--- src/rtl/ahb_master_arbiter.sv ---
// Round-robin AHB bus arbiter with parking on master 0, locked-transfer support
// and fixed-length burst protection.
module ahb_master_arbiter #(
    parameter int NO_OF_MASTERS = 4,
    parameter int HMASTER_WIDTH = $clog2(NO_OF_MASTERS)
) (
    input  logic                     hclk,
    input  logic                     hreset,
    input  logic [NO_OF_MASTERS-1:0] hbusreq,
    input  logic [NO_OF_MASTERS-1:0] hlock,
    input  logic [1:0]               htrans,
    input  logic [2:0]               hburst,
    input  logic                     hready,
    output logic [NO_OF_MASTERS-1:0] hgrant,
    output logic [HMASTER_WIDTH-1:0] hmaster,
    output logic                     hmastlock
);

    typedef enum logic [1:0] {PARK, OWNED, LOCKED} state_t;

    localparam logic [1:0] TRANS_IDLE   = 2'b00;
    localparam logic [1:0] TRANS_NONSEQ = 2'b10;
    localparam logic [1:0] TRANS_SEQ    = 2'b11;
    localparam logic [2:0] BURST_SINGLE = 3'b000;
    localparam logic [2:0] BURST_INCR   = 3'b001;

    state_t                   state, state_next;
    logic [HMASTER_WIDTH-1:0] master_next, winner, cand;
    logic                     lock_tail, tail_next;
    logic [3:0]               beat_cnt, cnt_next, beat_idx, last_beat;
    logic                     any_req, fixed_burst, beat_valid, terminal, permit, do_arb;

    // Decide whether the beat being accepted closes the current burst.
    always_comb begin
        beat_valid  = (htrans == TRANS_NONSEQ) || (htrans == TRANS_SEQ);
        beat_idx    = (htrans == TRANS_NONSEQ) ? 4'd0 : beat_cnt + 4'd1;
        fixed_burst = 1'b0;
        last_beat   = 4'd0;
        case (hburst)
            BURST_SINGLE, BURST_INCR: last_beat = 4'd0;
            3'b010, 3'b011: begin fixed_burst = 1'b1; last_beat = 4'd3;  end
            3'b100, 3'b101: begin fixed_burst = 1'b1; last_beat = 4'd7;  end
            default:        begin fixed_burst = 1'b1; last_beat = 4'd15; end
        endcase
        terminal = beat_valid && ((hburst == BURST_INCR) || (beat_idx == last_beat));
        permit   = (state == PARK) || (htrans == TRANS_IDLE) || terminal ||
                   (!fixed_burst && !hbusreq[hmaster]);
    end

    // Search starts just past the owner and ends on the owner itself.
    always_comb begin
        winner  = '0;
        cand    = '0;
        any_req = 1'b0;
        for (int k = 1; k <= NO_OF_MASTERS; k++) begin
            cand = HMASTER_WIDTH'((int'(hmaster) + k) % NO_OF_MASTERS);
            if (!any_req && hbusreq[cand]) begin
                any_req = 1'b1;
                winner  = cand;
            end
        end
    end

    always_comb begin
        cnt_next = beat_cnt;
        if (hready && htrans == TRANS_NONSEQ)
            cnt_next = 4'd0;
        else if (hready && htrans == TRANS_SEQ)
            cnt_next = beat_cnt + 4'd1;
    end

    // A locked owner keeps the bus while hlock is high, then for one more data phase.
    always_comb begin
        state_next  = state;
        master_next = hmaster;
        tail_next   = lock_tail;
        do_arb      = 1'b0;
        if (hready) begin
            case (state)
                LOCKED: begin
                    if (lock_tail) begin
                        tail_next = 1'b0;
                        if (permit)
                            do_arb = 1'b1;
                        else
                            state_next = OWNED;
                    end else if (!hlock[hmaster]) begin
                        tail_next = 1'b1;
                    end
                end
                default: do_arb = permit;
            endcase
        end
        if (do_arb) begin
            tail_next = 1'b0;
            if (!any_req) begin
                state_next  = PARK;
                master_next = '0;
            end else begin
                master_next = winner;
                state_next  = hlock[winner] ? LOCKED : OWNED;
            end
        end
    end

    always_ff @(posedge hclk or posedge hreset) begin
        if (hreset) begin
            state     <= PARK;
            hmaster   <= '0;
            lock_tail <= 1'b0;
            beat_cnt  <= 4'd0;
        end else begin
            state     <= state_next;
            hmaster   <= master_next;
            lock_tail <= tail_next;
            beat_cnt  <= cnt_next;
        end
    end

    assign hgrant    = {{(NO_OF_MASTERS-1){1'b0}}, 1'b1} << hmaster;
    assign hmastlock = (state == LOCKED);

endmodule

--- config.mk ---
export PLATFORM = sky130hd
export DESIGN_NAME = ahb_master_arbiter
export DESIGN_NICKNAME = d
export VERILOG_FILES = /design/src/rtl/ahb_master_arbiter.sv
export SDC_FILE = /design/constraint.sdc
export NUM_CORES = 1
export LEC_CHECK = 0
export CORE_UTILIZATION = 38
export CTS_CLUSTER_DIAMETER = 150
export DETAILED_ROUTE_END_ITERATION = 7
export DONT_BUFFER_PORTS = 1
export PLACE_DENSITY = 0.55
export SETUP_SLACK_MARGIN = 0.2
export SYNTH_ARGS = -nofsm -noshare
export SYNTH_HDL_FRONTEND = slang
export SYNTH_SLANG_ARGS = --single-unit
--- constraint.sdc ---
create_clock -name hclk -period 3.57 [get_ports hclk]
set_clock_uncertainty 0.2 [all_clocks]
set_input_delay 0.357 -clock hclk [delete_from_list [all_inputs] [get_ports hclk]]
set_output_delay 0.357 -clock hclk [all_outputs]
set_load 0.01 [all_outputs]
==> flow_summary.toml, run 1 <==
[route]
totalWireLength_mm = 2.542
firstDrtPassIters = 6
vias = 1001
antenna_left = 0
drc = 4
routed_via_density = 6.296
wl_per_cell_um = 15.99
drtIter0Drc = 33

[worst_setup_path]
r2r-end = "state[1]"
worst_setup_path_start_kind = "flop"
reg2reg_slack_ns = 1.01
path_class = "flop to flop"
crit_path_end_kind = "flop"
required_ns = 3.57
rr_startpoint = "hmaster[0]"
critPathArrivalTime_ns = 2.56
reg2regPathDepth = 8
path_max_fanout = 11

[synth]
yosys_most_used_dff = "dfrtp_1"
synth-edff-count = 0
seq_area_frac_synth_pct = 19.54
synth_fp_nets = 151
postSynthCellCount = 130
syn_area_per_cell_um2 = 8.864
async_flop_share_pct = 100.0
ys_seq_elements = 9
ys_warn_count = 0
ys_types = 49
netlist_area_mm2 = 0.001152

[floorplanning]
chipWidth_um = 57.07
die_area_mm2 = 0.003257
core-area_mm2 = 0.002805
dieHeight_um = 57.07
rows = 19
start_util_pct = 41.08
ios = 23

[timing]
fin_crit_sh_pct = 71.73
finalSetupTns_ns = 0
hold_viol_final = 0
relSlewSlack_pct = 75.18
fmax_ghz = 0.3905
rsz0062_at_grt = "false"
finalMaxSlewViolations = 0
post-route-min-period_ns = 2.561
worst_pin_slew_ns = 0.3718
setup_viol = 0

[pwr]
seqPwrFrac_pct = 19.7
vdd_drop_max_mv = 0.2768
p_sw_uw = 380.4
p_comb_share_pct = 70.4
switching_share_pct = 45.93
p_int_uw = 447.8
power_density_mw_per_mm2 = 704.1
p_leak_nw = 0.4670
clkPwrFrac_pct = 10.0

[clock_network]
cts_resized = 0
cts_tree = "built"
clkTransAtPathRegs_ns = 0.07
cts_root_buf = "clkbuf_4"
clk_latency_ns = 0.27
cts_made_buffers = 3
h-tree-depth = 1
cts_max_path_buffers = 2
cts_num_sinks = 9
postCtsSetupBuffers = 0

[global_route]
grt_pass1_vias = 940
overflow = 0
grtUsageTotal_pct = 16.90
grt_pass1_wl_mm = 4.367
antenna_found_initial = 0
grt_max_degree = 17

[placement]
detailed_place_hpwl_mm = 1.900
postPlaceCellArea_mm2 = 0.001140
place_congestion = 0.9163
numPortBuffers = 0

[hold_path]
min_to = "lock_tail"
hp-class = "input port to flop"
min_path_cells = 2
min_from = "hready"

[layout]
fin_area_mm2 = 0.001176
drive_gt1_share_pct = 17.19
final_cell_mix = "10 x nor2_1, 10 x mux2i_1, 9 x nand2_1, 9 x dfrtp_1, 8 x o21ai_0"
diodes = 0
area_delta_synth_final_pct = 2.063
fill_cells = 287
final_util_pct = 41.93
nets = 150

[run_status]
violations = "DRC"
status = "finished with violations"

[run]
drv_cap = 0
## routing by layer
layer / GRT usage (%) / vias up / routed length (um)
li1: - / 494 / -
met1: 23.13 / 483 / 1246
met2: 27.73 / 24 / 1170
met3: 5.669 / 0 / 125
met4: 0 / 0 / 0
met5: 0 / - / 0
## stage by stage
step,hold slack [ns],setup slack (ns),total power [mW],std cells
finish,0.06171,1.009,0.8281,159
global route,0.08719,0.8608,0.8979,159
CTS,0.05314,1.014,0.8338,159
detailed placement,0.05232,1.040,0.7467,154
global placement,0.05035,1.074,0.7437,154
floorplan,-0.01508,0.8145,0.6774,130
## repair_timing
| item | 4_1_cts | 5_1_grt |
|---|---|---|
| endpoints found under the setup margin | 0 | 0 |
| hold buffers | 1 | 0 |
| endpoints found under the hold margin | 9 | 0 |
## power by group through the flow
stage,logic (mW),clock network (mW),registers [mW]
3_3_place_gp,0.581,0,0.163
6_report,0.583,0.0824,0.163
4_1_cts,0.588,0.0845,0.162
2_1_floorplan,0.503,0,0.175
5_1_grt,0.644,0.0859,0.168
3_5_place_dp,0.583,0,0.163
## logic make-up (layout without fill, tap and decap cells)
| kind of cell | count (synthesis) | after routing | synth area share (%) |
|---|---|---|---|
| AO/OA/AOI/OAI | 42 | 42 | 29.21 |
| AND/OR/NAND/NOR | 39 | 39 | 18.24 |
| multiplexers | 17 | 17 | 18.46 |
| buffers and inverters | 17 | 15 | 8.360 |
| flip-flops | 9 | 9 | 19.54 |
| adder cells (fa/ha/maj) | 5 | 5 | 5.429 |
| XOR/XNOR | 1 | 1 | 0.7602 |
## synth_stat cells, types with 2 or more instances
| cell type | instances | area (um2) |
|---|---|---|
| o21ai_0 | 8 | 40.04 |
| a21o_1 | 2 | 15.01 |
| nor2b_1 | 3 | 18.77 |
| mux2_2 | 2 | 22.52 |
| nand4_1 | 2 | 12.51 |
| a21oi_1 | 4 | 20.02 |
| nor2_1 | 10 | 37.54 |
| nand3_1 | 5 | 25.02 |
| inv_1 | 7 | 26.28 |
| dfrtp_1 | 9 | 225.2 |
| mux2_1 | 2 | 22.52 |
| buf_6 | 3 | 33.78 |
| a211oi_1 | 4 | 30.03 |
| nand2_1 | 9 | 33.78 |
| mux2i_1 | 10 | 100.1 |
| a31oi_1 | 2 | 12.51 |
| nand2b_1 | 2 | 12.51 |
| or3b_1 | 2 | 17.52 |
| buf_2 | 5 | 25.02 |
| a211o_1 | 3 | 26.28 |
| mux4_2 | 3 | 67.56 |
| o22ai_1 | 2 | 12.51 |
| ha_1 | 5 | 62.56 |
## sequential cells by signal, indices dropped and copies added (netlist names)
signal,cells
beat_cnt,4
hmaster,2
lock_tail,1
state,2
## how the worst max path moves through the flow
stage,from,endpoint,cells past startpoint
after floorplan,hmaster[1],state[1],11
after global placement,hmaster[0],state[1],8
after detailed placement,hmaster[0],state[1],8
after CTS,hmaster[0],state[1],8
after global routing,hmaster[0],state[1],8
final,hmaster[0],state[1],8
## final cells by class
type | count | area (um2) | area share (%)
repair buffers | 3 | 25.02 | 2.128
inverters | 8 | 30.03 | 2.553
well taps | 31 | 38.79 | 3.298
clock buffers | 4 | 26.28 | 2.234
multi-input cells | 104 | 830.8 | 70.64
flip-flops and latches | 9 | 225.2 | 19.15
## worst max-delay path, stage by stage, from the launching register on
cell and delay (ns):
dfrtp_1 0.36, inv_2 0.10, ha_1 0.44, mux4_2 0.37, a21o_1 0.20, a21oi_4 0.13, mux2_1 0.33, mux2i_1 0.16
a32o_2 0.19
Note: power is estimated with default switching activity, not from simulation.
==> run 2, diff against run 1 <==
ABC_AREA = 1   (was not set)
clock period = 2.5 ns   (was 3.57 ns; I/O delays follow)
==> run 2 against run 1 <==
The run now ends clean. Critical path depth grew 5. Worst hold slack gained 0.0040 ns. Final area shrank 6.7%. Fmax grew 26%.
==> flow_summary.toml, run 2 <==
[run_status]
status = "finished, final reports clean"

[worst_setup_path]
required_ns = 2.45
crit_chain = "ha_1 > o21ai_0 > nand2_1 > o21ai_0 > nand2_1 > nor2_1 > nand2_1 > nand2_1 > nand2_1 > nand3_1 > nand2_1 > nand2_1 > o21ai_2"
path_class = "flop to flop"
rr_startpoint = "beat_cnt[0]"
critPathMaxStageDelay_ns = 0.42
reg2regPathDepth = 13
critPathSlowestCell = "dfrtp_1"
critPathArrivalTime_ns = 1.97
reg2reg_slack_ns = 0.47
crit_top_cell = "nand2_1"
worst_setup_path_start_kind = "flop"
r2r-end = "lock_tail"
crit_path_end_kind = "flop"
path_max_fanout = 5

[global_route]
grt_pass1_wl_mm = 3.795
grt_max_degree = 16
grtUsageTotal_pct = 18.49
antenna_found_initial = 0
overflow = 0
grt_pass1_vias = 924

[timing]
finalMaxSlewViolations = 0
fmax_ghz = 0.4936
worst_pin_slew_ns = 0.3539
relSlewSlack_pct = 76.38
setup_viol = 0
post-route-min-period_ns = 2.026
rsz0062_at_grt = "false"
hold_slack_ns = 0.06576
finalSetupTns_ns = 0
hold_viol_final = 0
fin_crit_sh_pct = 81.03

[layout]
largest-register = "beat_cnt"
stdcell_count = 193
area_delta_synth_final_pct = 10.45
diodes = 0
layout_commonest_cell = "nand2_1"
nets = 185
ff_latch_area_um2 = 225.2
top_regs = "beat_cnt x4, hmaster x2, state x2"
largest_reg_flops = 4
multiInputGateArea_um2 = 668.1
fin_area_mm2 = 0.001097
final_cell_mix = "49 x nand2_1, 17 x inv_1, 16 x nand3_1, 12 x nand2_2, 10 x o21ai_0"
fill_cells = 271
drive_gt1_share_pct = 18.40

[floorplanning]
start_util_pct = 40.10
rows = 18
ios = 23
core-area_mm2 = 0.002477
die_area_mm2 = 0.002823
dieHeight_um = 53.13
chipWidth_um = 53.13

[synth]
ys_types = 22
synth.top_cell.area_share_pct = 22.67
synth_compound_area_share_pct = 10.71
synth_top_family_by_area = "simple AND/OR/NAND/NOR gates"
synthTopCellsByArea = "dfrtp_1 23%, nand2_1 19%, nand3_1 8.1%, nand2_2 7.6%, inv_1 6.8%"
async_flop_share_pct = 100.0
netlist_area_um2 = 993.5
synth_top_area_cell = "dfrtp_1"
syn_area_per_cell_um2 = 6.451
yosysMostFrequentCell = "nand2_1"
yosys_most_used_dff = "dfrtp_1"
yosys.area_share.simple_pct = 48.49
synth-edff-count = 0
synth_fp_nets = 175
ys_warn_count = 0
ys_seq_elements = 9
synth_top_cells_by_count = "49 x nand2_1, 18 x inv_1, 16 x nand3_1"
synth_xor_area_share_pct = 1.763
seq_area_frac_synth_pct = 22.67
synthAdderAreaFrac_pct = 6.297
muxShareOfSynthArea_pct = 0
postSynthCellCount = 154

[clock_network]
postCtsSetupBuffers = 0
cts_tree = "built"
cts_num_sinks = 9
h-tree-depth = 1
cts_max_path_buffers = 2
clkTransAtPathRegs_ns = 0.06
cts_made_buffers = 3
cts_root_buf = "clkbuf_4"
clk_latency_ns = 0.25

[pwr]
vdd_drop_max_mv = 0.6465
p_leak_nw = 0.5851
power_density_mw_per_mm2 = 1218

[route]
totalWireLength_mm = 2.233
drtIter0Drc = 33
drc = 0
antenna_left = 0
routed_via_density = 5.104
wl_per_cell_um = 11.57
vias = 985
firstDrtPassIters = 4

[placement]
detailed_place_hpwl_mm = 1.819
placedCellCount = 185
place_congestion = 0.9373
numPortBuffers = 0
postPlaceCellArea_mm2 = 0.001031

[hold_path]
min_from = "htrans[1]"
hp-class = "input port to flop"
min_path_cells = 2
min_to = "beat_cnt[2]"

[run]
drv_cap = 0
==> run 2: worst max path at each step <==
stage	start	endpoint	slack, ns	cells past startpoint
after floorplan	hmaster[0]	state[1]	0.35	15
after global placement	beat_cnt[0]	hmaster[0]	0.47	13
after detailed placement	hmaster[1]	state[0]	0.41	12
after CTS	hmaster[1]	state[0]	0.39	12
after global routing	hmaster[1]	state[0]	0.26	13
final	beat_cnt[0]	lock_tail	0.47	13
==> run 2: cell type report <==
cell class	count	share of cell area (%)
tap	30	3.421
clock buffer	4	2.395
sequential	9	20.52
timing repair buffer	7	5.701
inverter	20	7.070
multi-input combinational	123	60.89
==> run 2: cells by family after synthesis <==
logic type,Yosys count
fa+ha+maj,5
xor+xnor,2
buf+inv,22
flops,9
simple gates,98
compound gates,18
==> run 2: critical path, delay by kind of cell (launching register included) <==
family | cells | cell delay [ns]
flip-flops | 1 | 0.42
AND/OR/NAND/NOR | 9 | 0.66
adder cells (fa/ha/maj) | 1 | 0.35
AO/OA/AOI/OAI | 3 | 0.28
==> run 2: metal layers <==
layer | part of all wire, % | track usage [%]
met1 | 49 | 24.74
met2 | 44 | 28.69
met3 | 7.1 | 5.747
met4 | 0 | 4.386
met5 | 0 | 0
==> run 2: timing repair <==
item                                    4_1_cts  5_1_grt
resized for setup                             0        1
endpoints found under the setup margin        0        2
hold buffers                                  4        0
endpoints found under the hold margin        12        0
==> run 2: per-stage QoR <==
step,power (mW),worst slack [ns],util (%)
5_1_grt,1.510,0.2573,44.29
6_report,1.337,0.4741,44.29
4_1_cts,1.346,0.3941,44.29
2_1_floorplan,1.063,0.3484,-
3_5_place_dp,1.224,0.4104,41.62
3_3_place_gp,1.209,0.4677,41.62
==> run 2: where the power goes <==
group | internal (mW) | switching, mW
Combinational | 0.355 | 0.645
Sequential | 0.193 | 0.0357
Clock | 0.0613 | 0.0469
Total | 0.609 | 0.728
